$ cat src/rtl/mul_issue_pkg.sv
// Shared types and default constants for the multiplier issue controller.
// The optional watchdog is enabled with the MUL_ISSUE_TIMEOUT_EN macro (see mul_issue_ctrl).
package mul_issue_pkg;

    localparam int DEF_WIDTH   = 4;
    localparam int DEF_DEPTH   = 4;
    localparam int DEF_TAG_W   = 4;
    localparam int DEF_TIMEOUT = 64;

    typedef enum logic [1:0] {
        IDLE  = 2'd0,
        ISSUE = 2'd1,
        WAIT  = 2'd2,
        HOLD  = 2'd3
    } mul_state_e;

    // Operand pair at the default width; the FIFO word uses the same {a, b} order.
    typedef struct packed {
        logic [DEF_WIDTH-1:0] a;
        logic [DEF_WIDTH-1:0] b;
    } operand_pair_t;

endpackage

$ cat src/rtl/mul_issue_fifo.sv
// Synchronous FIFO of operand pairs with count-based full/empty flags.
// DEPTH must be a power of two so the pointers wrap naturally.
module mul_issue_fifo #(
    parameter int DW    = 8,
    parameter int DEPTH = 4
) (
    input  logic          clk,
    input  logic          rst,
    input  logic          i_push,
    input  logic [DW-1:0] i_data,
    input  logic          i_pop,
    output logic [DW-1:0] o_head,
    output logic          o_full,
    output logic          o_empty
);

    localparam int AW = (DEPTH > 1) ? $clog2(DEPTH) : 1;
    localparam logic [AW:0] FULL_CNT = (AW + 1)'(DEPTH);

    logic [DW-1:0] r_mem [DEPTH];
    logic [AW-1:0] r_wr_ptr;
    logic [AW-1:0] r_rd_ptr;
    logic [AW:0]   r_count;
    logic          w_push;
    logic          w_pop;

    assign o_full  = (r_count == FULL_CNT);
    assign o_empty = (r_count == '0);
    assign w_push  = i_push && !o_full;
    assign w_pop   = i_pop && !o_empty;
    assign o_head  = r_mem[r_rd_ptr];

    always_ff @(posedge clk or posedge rst) begin
        if (rst) begin
            r_wr_ptr <= '0;
            r_rd_ptr <= '0;
            r_count  <= '0;
        end else begin
            if (w_push) r_wr_ptr <= r_wr_ptr + 1'b1;
            if (w_pop)  r_rd_ptr <= r_rd_ptr + 1'b1;
            case ({w_push, w_pop})
                2'b10:   r_count <= r_count + 1'b1;
                2'b01:   r_count <= r_count - 1'b1;
                default: ;
            endcase
        end
    end

    // Storage needs no reset: an entry is only read after it has been written.
    always_ff @(posedge clk) begin
        if (w_push) r_mem[r_wr_ptr] <= i_data;
    end

endmodule

$ cat src/rtl/mul_issue_ctrl.sv
// Issue controller: queues operand pairs, starts the multiplier one job at a time, holds tagged results.
// Define MUL_ISSUE_TIMEOUT_EN to enable the WAIT-state watchdog and the sticky err_timeout flag.
module mul_issue_ctrl
    import mul_issue_pkg::*;
#(
    parameter int WIDTH     = DEF_WIDTH,
    parameter int OUT_WIDTH = 2 * WIDTH,
    parameter int DEPTH     = DEF_DEPTH,
    parameter int TAG_W     = DEF_TAG_W,
    parameter int TIMEOUT   = DEF_TIMEOUT
) (
    input  logic                 clk,
    input  logic                 rst,
    input  logic                 in_valid,
    output logic                 in_ready,
    input  logic [WIDTH-1:0]     in_a,
    input  logic [WIDTH-1:0]     in_b,
    output logic                 mul_in_valid,
    output logic [WIDTH-1:0]     mul_a,
    output logic [WIDTH-1:0]     mul_b,
    input  logic                 mul_done,
    input  logic [OUT_WIDTH-1:0] mul_o,
    output logic                 res_valid,
    input  logic                 res_ready,
    output logic [OUT_WIDTH-1:0] res_data,
    output logic [TAG_W-1:0]     res_tag,
    output logic                 err_timeout,
    output mul_state_e           dbg_state
);

    // Elaboration-time parameter sanity.
    if (DEPTH < 2 || (DEPTH & (DEPTH - 1)) != 0) begin : g_bad_depth
        $error("mul_issue_ctrl: DEPTH must be a power of two and at least 2");
    end
    if (TIMEOUT < 1) begin : g_bad_timeout
        $error("mul_issue_ctrl: TIMEOUT must be at least 1");
    end

    // Handshakes: the producer side transfers when in_valid && in_ready on a rising edge;
    // the result side transfers when res_valid && res_ready. The multiplier side has no
    // ready: mul_in_valid is a single-cycle start pulse and mul_done is trusted only in WAIT.

    mul_state_e             r_state;
    mul_state_e             w_next;
    logic                   w_pop;
    logic                   w_capture;
    logic                   w_full;
    logic                   w_empty;
    logic [2*WIDTH-1:0]     w_head;
    logic [WIDTH-1:0]       r_mul_a;
    logic [WIDTH-1:0]       r_mul_b;
    logic [OUT_WIDTH-1:0]   r_res_data;
    logic [TAG_W-1:0]       r_res_tag;
    logic [TAG_W-1:0]       r_tag_cnt;
    logic [TAG_W-1:0]       r_issue_tag;

    mul_issue_fifo #(
        .DW    (2 * WIDTH),
        .DEPTH (DEPTH)
    ) u_fifo (
        .clk     (clk),
        .rst     (rst),
        .i_push  (in_valid),
        .i_data  ({in_a, in_b}),
        .i_pop   (w_pop),
        .o_head  (w_head),
        .o_full  (w_full),
        .o_empty (w_empty)
    );

`ifdef MUL_ISSUE_TIMEOUT_EN
    localparam int WD_W = $clog2(TIMEOUT + 1);
    localparam logic [WD_W-1:0] WD_LAST = WD_W'(TIMEOUT - 1);

    logic [WD_W-1:0] r_wd_cnt;
    logic            r_err;
    logic            w_timeout;
`endif

    always_ff @(posedge clk or posedge rst) begin
        if (rst) r_state <= IDLE;
        else     r_state <= w_next;
    end

    always_comb begin
        w_next    = r_state;
        w_pop     = 1'b0;
        w_capture = 1'b0;
`ifdef MUL_ISSUE_TIMEOUT_EN
        w_timeout = 1'b0;
`endif
        case (r_state)
            IDLE: begin
                if (!w_empty) begin
                    w_pop  = 1'b1;
                    w_next = ISSUE;
                end
            end
            ISSUE: w_next = WAIT;
            WAIT: begin
                if (mul_done) begin
                    w_capture = 1'b1;
                    w_next    = HOLD;
                end
`ifdef MUL_ISSUE_TIMEOUT_EN
                else if (r_wd_cnt == WD_LAST) begin
                    w_timeout = 1'b1;
                    w_next    = IDLE;
                end
`endif
            end
            HOLD: begin
                if (res_ready) w_next = IDLE;
            end
            default: w_next = IDLE;
        endcase
    end

    always_ff @(posedge clk or posedge rst) begin
        if (rst) begin
            r_mul_a     <= '0;
            r_mul_b     <= '0;
            r_res_data  <= '0;
            r_res_tag   <= '0;
            r_tag_cnt   <= '0;
            r_issue_tag <= '0;
        end else begin
            if (w_pop) begin
                r_mul_a <= w_head[2*WIDTH-1:WIDTH];
                r_mul_b <= w_head[WIDTH-1:0];
            end
            // The tag is consumed at issue, so an abandoned job still advances the sequence.
            if (r_state == ISSUE) begin
                r_issue_tag <= r_tag_cnt;
                r_tag_cnt   <= r_tag_cnt + 1'b1;
            end
            if (w_capture) begin
                r_res_data <= mul_o;
                r_res_tag  <= r_issue_tag;
            end
        end
    end

`ifdef MUL_ISSUE_TIMEOUT_EN
    always_ff @(posedge clk or posedge rst) begin
        if (rst) begin
            r_wd_cnt <= '0;
            r_err    <= 1'b0;
        end else begin
            if (r_state == WAIT) r_wd_cnt <= r_wd_cnt + 1'b1;
            else                 r_wd_cnt <= '0;
            if (w_timeout) r_err <= 1'b1;
        end
    end

    assign err_timeout = r_err;
`else
    assign err_timeout = 1'b0;
`endif

    assign in_ready     = !w_full;
    assign mul_in_valid = (r_state == ISSUE);
    assign mul_a        = r_mul_a;
    assign mul_b        = r_mul_b;
    assign res_valid    = (r_state == HOLD);
    assign res_data     = r_res_data;
    assign res_tag      = r_res_tag;
    assign dbg_state    = r_state;

endmodule
$ cat config.mk
export PLATFORM = sky130hd
export DESIGN_NAME = mul_issue_ctrl
export DESIGN_NICKNAME = d
export VERILOG_FILES = /design/src/rtl/mul_issue_pkg.sv /design/src/rtl/mul_issue_fifo.sv /design/src/rtl/mul_issue_ctrl.sv
export SDC_FILE = /design/constraint.sdc
export NUM_CORES = 1
export LEC_CHECK = 0
export ABC_AREA = 1
export BUFFER_PORTS_ARGS = -buffer_cell sky130_fd_sc_hd__clkbuf_2
export CORE_MARGIN = 2
export CORE_UTILIZATION = 40
export DETAILED_ROUTE_END_ITERATION = 8
export HOLD_SLACK_MARGIN = 0.12
export SLEW_MARGIN = 20
export SYNTH_ARGS = -nofsm -noshare
export SYNTH_HDL_FRONTEND = slang
export SYNTH_SLANG_ARGS = --single-unit
$ cat constraint.sdc
create_clock -name clk -period 2.1 [get_ports clk]
set_input_delay 0.42 -clock clk [delete_from_list [all_inputs] [get_ports clk]]
set_output_delay 0.42 -clock clk [all_outputs]
set_load 0.01 [all_outputs]
==> impl_metrics.ini, run 1 <==
[logic_synthesis]
synth-simple-area-share_pct = 16.5
synth_cells = 294
synth_fp_nets = 327
synth_largest_area_cell = edfxtp_1
yosysSeqAreaShare_pct = 61.8
synth-xor-area-share_pct = 2.29
syn_area_um2 = 3060
synthMuxAreaShare_pct = 3.56
synthTopCellsByArea = edfxtp_1 (31%), dfrtp_1 (30%), nand2_1 (11%)
ys.warnings.count = 0
synth_top_area_share_pct = 31.4
synth_top_family_by_area = simple AND/OR/NAND/NOR gates
postSynthAreaPerCell_um2 = 10.4
synthAdderAreaFrac_pct = 5.16
synth_compound_area_share_pct = 1.47
ys_ff_latch = 69
ys_types = 25

[floorplanning]
start_util_pct = 41.7
core_um2 = 7330
die_h_um = 91.4
dieArea_um2 = 8350
die_w_um = 91.4
num_rows = 31
io_pins = 47

[layout]
final_nets = 383
drive_above_1_share_pct = 23.9
area_growth_pct = 17.7
design_area_um2 = 3600
diodes = 0

[status]
outcome = finished clean

[placement]
portBuffers = 45
place_congestion = 0.697
pre_cts_ws_ns = 0.146
dp_hpwl_um = 3660
place_area_um2 = 3400

[route]
drt-total-wl_um = 5290
route.met2.wl_um = 2590
m1WireLength_um = 2390
drt_iter0_markers = 121
drcViolationCount = 0
route.met3.wl_um = 239
wl_per_cell_um = 11.6
dr.pass1.iters = 4
maxUsedRoutingLayer = met4
vias_per_cell = 4.29
via_count = 1949
postRouteAntennaNets = 0

[setup_path]
worstSetupPathType = flip-flop to flip-flop
cp-end-kind = flip-flop
r2r-start = dbg_state[0]
cp-start-kind = flip-flop
crit_fanout = 9
cp-startpoint = dbg_state[0]
worst_r2r_path_depth = 9
crit_required_ns = 2.32
critPathArrivalTime_ns = 2.16

[power_and_ir_drop]
pwr_density_cell_nw_per_um2 = 1470
p_total_w = 0.00529
max-vdd-ir-drop_uv = 718
p_leak_nw = 1.84

[clocking]
numClockSinks = 69
cts.path.max_buffers = 2
cts_setup_buffers = 0
clk_pin_slew_ns = 0.08
insertion_delay_ns = 0.34
ctsHoldBuffers = 0
cts-buffers-inserted = 9
htreeDepth = 3
cts-root-buf = clkbuf_8
cts_tree = yes
post_cts_resized = 0

[timing]
fin_crit_ns = 1.94
fin_worst_hold_slack_ns = 0.153
skew_ns = 0.00931
slew_viol_final = 0
hold_viol_final = 0
fin_ws_ns = 0.157
fmax_mhz = 515
period_share_pct = 92.5
finalSetupTns_ns = 0
rsz0062_at_grt = false
finalSetupViolations = 0

[min_path]
hp-class = input port to async pin

[grt]
grt_antenna_before_repair = 0
gr-total-overflow = 0
grt_start_max_net_pins = 38
grt_pass1_wl_um = 9010
grt_pass1_vias = 1902
grt_usage_pct = 13.9

[flow_run]
max-cap-violations = 0
## kinds of logic (layout without fill, tap and decap cells)
logic type,count (synthesis),in the layout
buffers and inverters,64,125
xor gates and xnor gates,8,8
muxes,9,9
AOI/OAI and AO/OA,9,9
DFF,69,69
other,1,1
adders and majority gates,12,12
and+or+nand+nor,122,122
## report_power, final
group | leakage [nW] | total, W | switching [W] | internal, W
Clock | 0.104 | 0.00105 | 0.000502 | 0.000553
Combinational | 0.990 | 0.00199 | 0.00116 | 0.000832
Sequential | 0.742 | 0.00224 | 0.000320 | 0.00192
Total | 1.84 | 0.00529 | 0.00198 | 0.00331
## flip-flops by register name (all words and copies together), names as in the netlist, 3 cells and up
| name | cells |
|---|---|
| mul_a | 4 |
| mul_b | 4 |
| r_issue_tag | 4 |
| r_tag_cnt | 4 |
| res_data | 8 |
| res_tag | 4 |
| u_fifo.r_count | 3 |
| u_fifo.r_mem | 32 |
## layout by cell type, fill, tap and decap left out
master and n:
mux2_2 7, clkbuf_2 45, clkinv_4 3, buf_4 8, fa_1 1, nor2_2 1
clkinv_2 1, xnor2_1 3, xor2_1 5, ha_1 11, conb_1 1, mux2_4 2
o21ai_0 8, inv_1 54, inv_4 3, nand2_1 91, nand2_4 1, nand3_1 21
nand4_1 1, dfrtp_1 37, inv_2 1, o21ai_1 1, nor2_1 4, or2_2 1
edfxtp_1 32, clkbuf_8 9, bufinv_16 1, nand2_2 2
## final timing paths
path	end	slack, ns
hold reg to reg	r_tag_cnt[3]	0.47
max in group asynchronous	u_fifo.r_count[2]	1.61
setup / recovery	u_fifo.r_count[2]	0.16
min in group clk	res_data[5]	0.30
hold / removal	r_issue_tag[0]	0.15
setup reg to reg	u_fifo.r_count[2]	0.16
## critical path, cell delays in order, from the launching register on
cell,delay [ns]
dfrtp_1,0.41
inv_1,0.10
ha_1,0.22
nand2_2,0.08
inv_2,0.08
ha_1,0.23
fa_1,0.40
nand2_1,0.08
nand3_1,0.09
xor2_1,0.14
## cells in the mapped netlist
library cell / number
nand2_2: 2
o21ai_1: 1
nand2_4: 1
dfrtp_1: 37
o21ai_0: 8
nor2_2: 1
mux2_2: 7
inv_1: 54
mux2_4: 2
ha_1: 11
nand3_1: 21
edfxtp_1: 32
fa_1: 1
buf_4: 3
buf_6: 3
xnor2_1: 3
or2_2: 1
buf_2: 2
conb_1: 1
nor2_1: 4
xor2_1: 5
nand4_1: 1
nand2_1: 91
inv_2: 1
inv_4: 1
## area by class of cell
type / instances / area [um^2]
timing repair buffer: 53 / 285
inverter: 56 / 213
multi-input combinational: 161 / 890
sequential: 69 / 1890
clock inverter: 7 / 73.8
tap: 99 / 124
clock buffer: 9 / 124
fill: 704 / 3730
## metal layers
metal	vias to the layer above	GRT usage, %
met5	-	0
met2	34	22.4
li1	1015	-
met1	895	17.7
met3	5	3.32
met4	0	6.44
## through the flow
| step | util, % | std cells |
|---|---|---|
| after floorplan | - | 294 |
| after global placement | 46.4 | 438 |
| after detailed placement | 46.4 | 438 |
| after CTS | 49.1 | 454 |
| after global routing | 49.1 | 454 |
| final | 49.1 | 454 |
(Power assumes the default switching activity.)
==> run 2: changes to the inputs <==
--- a/config.mk
+++ b/config.mk
@@ -5,8 +5,8 @@
 export SDC_FILE = /design/constraint.sdc
 export NUM_CORES = 1
 export LEC_CHECK = 0
-export ABC_AREA = 1
 export BUFFER_PORTS_ARGS = -buffer_cell sky130_fd_sc_hd__clkbuf_2
+export CORE_ASPECT_RATIO = 0.5
 export CORE_MARGIN = 2
 export CORE_UTILIZATION = 40
 export DETAILED_ROUTE_END_ITERATION = 8
==> run 2 against run 1 <==
Utilization rose by 2.7 points. Clock skew fell by 0.0055 ns. Via count fell by 20%. Flip-flop and latch count did not move. Largest cell class unchanged. Largest power group unchanged. Critical path depth fell by 4. Highest routed layer unchanged. Worst hold slack improved by 0.028 ns. Register-to-register slack got worse by 0.02 ns. Global-route usage rose by 0.81 points.
==> impl_metrics.ini, run 2 <==
[status]
outcome = finished clean

[route]
drcViolationCount = 0
vias_per_cell = 4.69
via_count = 1552
dr.pass1.iters = 4
drt-total-wl_um = 4750
drt_iter0_markers = 68
wl_per_cell_um = 14.4
postRouteAntennaNets = 0

[placement]
dp_hpwl_um = 3340
place_area_um2 = 3190
place_congestion = 0.679
portBuffers = 45
dp_cells = 313

[timing]
period_share_pct = 93.6
skew_ns = 0.00384
finalSetupViolations = 0
hold_viol_final = 0
rsz0062_at_grt = false
fin_worst_hold_slack_ns = 0.181
finalSetupTns_ns = 0
slew_viol_final = 0
fin_crit_ns = 1.97
fmax_mhz = 509

[power_and_ir_drop]
p_int_w = 0.00387
p_switching_w = 0.00173
clock_power_share_pct = 26.0
p_leak_nw = 1.54
pwr_density_cell_nw_per_um2 = 1600
swShare_pct = 30.9
power_frac_comb_pct = 34.3
max-vdd-ir-drop_uv = 578
power_frac_seq_pct = 39.7

[flow_run]
max-cap-violations = 0

[layout]
layout_commonest_cell = clkbuf_2
largest_reg_flops = 32
drive_above_1_share_pct = 44.4
diodes = 0
stdcell_count = 331
final_nets = 267
area_growth_pct = 24.3
mostFrequentLayoutCells = clkbuf_2 (45), dfrtp_1 (36), edfxtp_1 (32)
postLayoutCoreUtil_pct = 51.8
design_area_um2 = 3500
regMostFlops = u_fifo.r_mem

[logic_synthesis]
postSynthAreaPerCell_um2 = 16.3
ys.warnings.count = 0
async_flop_share_pct = 53.6
ys_ff_latch = 69
syn_area_um2 = 2810
synth_largest_area_cell = edfxtp_1
ys_types = 26
synth_fp_nets = 206
yosysSeqAreaShare_pct = 67.1
synthTopCellsByArea = edfxtp_1 (34%), dfrtp_1 (33%), mux2_2 (7.6%)
synth_top_area_share_pct = 34.1
synth_cells = 173
synth_common_cells = dfrtp_1 (37), edfxtp_1 (32), nand2_1 (27)
yosysMostFrequentCell = dfrtp_1
synth-main-ff-cell = dfrtp_1
synth-edff-count = 32

[clocking]
htreeDepth = 3
cts-buffers-inserted = 9
ctsHoldBuffers = 0
cts-root-buf = clkbuf_16
numClockSinks = 69
clk_pin_slew_ns = 0.05
cts.path.max_buffers = 2
insertion_delay_ns = 0.33
cts_tree = yes

[floorplanning]
dieArea_um2 = 7760
num_rows = 21
core_um2 = 6750
die_h_um = 63.3
start_util_pct = 41.7
io_pins = 47
die_w_um = 123

[grt]
grt_pass1_vias = 1643
gr-total-overflow = 0
grt_antenna_before_repair = 0
grt_pass1_wl_um = 8020
grt_start_max_net_pins = 38
grt_usage_pct = 14.7

[setup_path]
cp_cell_sequence = or3b_1, nand2_4, ha_1, fa_1, mux2_2
crit_required_ns = 2.31
cp-start-kind = flip-flop
cp-startpoint = u_fifo.r_count[2]
crit_path_max_incr_delay_ns = 0.43
crit_fanout = 4
critPathArrivalTime_ns = 2.18
cp-end-kind = flip-flop
slowest_stage = or3b_1
worstSetupPathType = flip-flop to flip-flop
r2r-start = u_fifo.r_count[2]

[min_path]
hp-class = input port to async pin
-- run 2: changes by cell type in the layout (fill, tap and decap cells not counted), moves of 4 or more --
cell	delta
mux4_2	+8
nand2_1	-64
inv_1	-47
clkbuf_8	-8
xnor2_1	+4
clkbuf_16	+9
and3_2	+4
mux2_2	+12
nand3_1	-21
o21ai_0	-8
-- run 2: cells by family (layout without fill, tap and decap cells) --
family / after synthesis / in the layout / synth area share (%)
other: 1 / 1 / 0.133
flip-flops: 69 / 69 / 67.1
buffers and inverters: 14 / 80 / 2.36
XOR/XNOR: 9 / 9 / 2.80
AO/OA/AOI/OAI: 2 / 2 / 1.11
AND/OR/NAND/NOR: 37 / 37 / 6.05
multiplexers: 29 / 29 / 14.9
adder cells (fa/ha/maj): 12 / 12 / 5.60
-- run 2: worst max-delay path, delay by kind of cell (launching register included) --
family | cells | cell delay [ns]
DFF | 1 | 0.41
muxes | 1 | 0.27
adders and majority gates | 2 | 0.62
and+or+nand+nor | 2 | 0.55
-- run 2: per-layer routing --
metal / share of wire, % / wire, um / vias to the layer above / track usage [%]
li1: - / - / 729 / -
met1: 42 / 1980 / 780 / 15.9
met2: 51 / 2450 / 35 / 23.5
met3: 5.4 / 257 / 8 / 8.33
met4: 1.5 / 70 / 0 / 6.90
met5: 0 / 0 / - / 0
-- run 2: what timing repair did --
action,in CTS,in global routing
setup endpoints to repair,0,2
buffers inserted,0,2
resized for setup,0,2
endpoints found under the hold margin,0,0
-- run 2: power groups by stage --
stage	combinational, W	clock [W]	sequential (W)
global placement	0.00187	0	0.00222
finish	0.00192	0.00146	0.00222
CTS	0.00193	0.00150	0.00223
global route	0.00216	0.00156	0.00228
detailed placement	0.00192	0	0.00225
floorplan	0.00121	0	0.00229
-- run 2: path summary, 6_finish.rpt --
kind | endpoint | slack [ns] | cells past startpoint
worst max-delay path | u_fifo.r_count[1] | 0.13 | 5
worst min-delay path | res_data[6] | 0.18 | 3
worst max register to register | u_fifo.r_count[1] | 0.13 | 5
worst min register to register | r_tag_cnt[3] | 0.47 | 1
max in group asynchronous | u_fifo.r_count[2] | 1.58 | 3
min in group clk | u_fifo.r_mem[3][3] | 0.31 | 1
-- run 2: layout make-up --
class / count / area, um^2
fill: 576 / 3260
sequential: 69 / 1890
multi-input combinational: 90 / 863
timing repair buffer: 56 / 308
clock buffer: 11 / 243
tap: 92 / 115
clock inverter: 5 / 50.0
inverter: 8 / 30.0
-- run 2: metrics by stage --
stage	worst slack, ns	total power (W)
4_1_cts	0.0830	0.00566
3_5_place_dp	0.0941	0.00418
6_report	0.133	0.00560
5_1_grt	0.0226	0.00601
3_3_place_gp	0.149	0.00409
2_1_floorplan	0.0328	0.00351
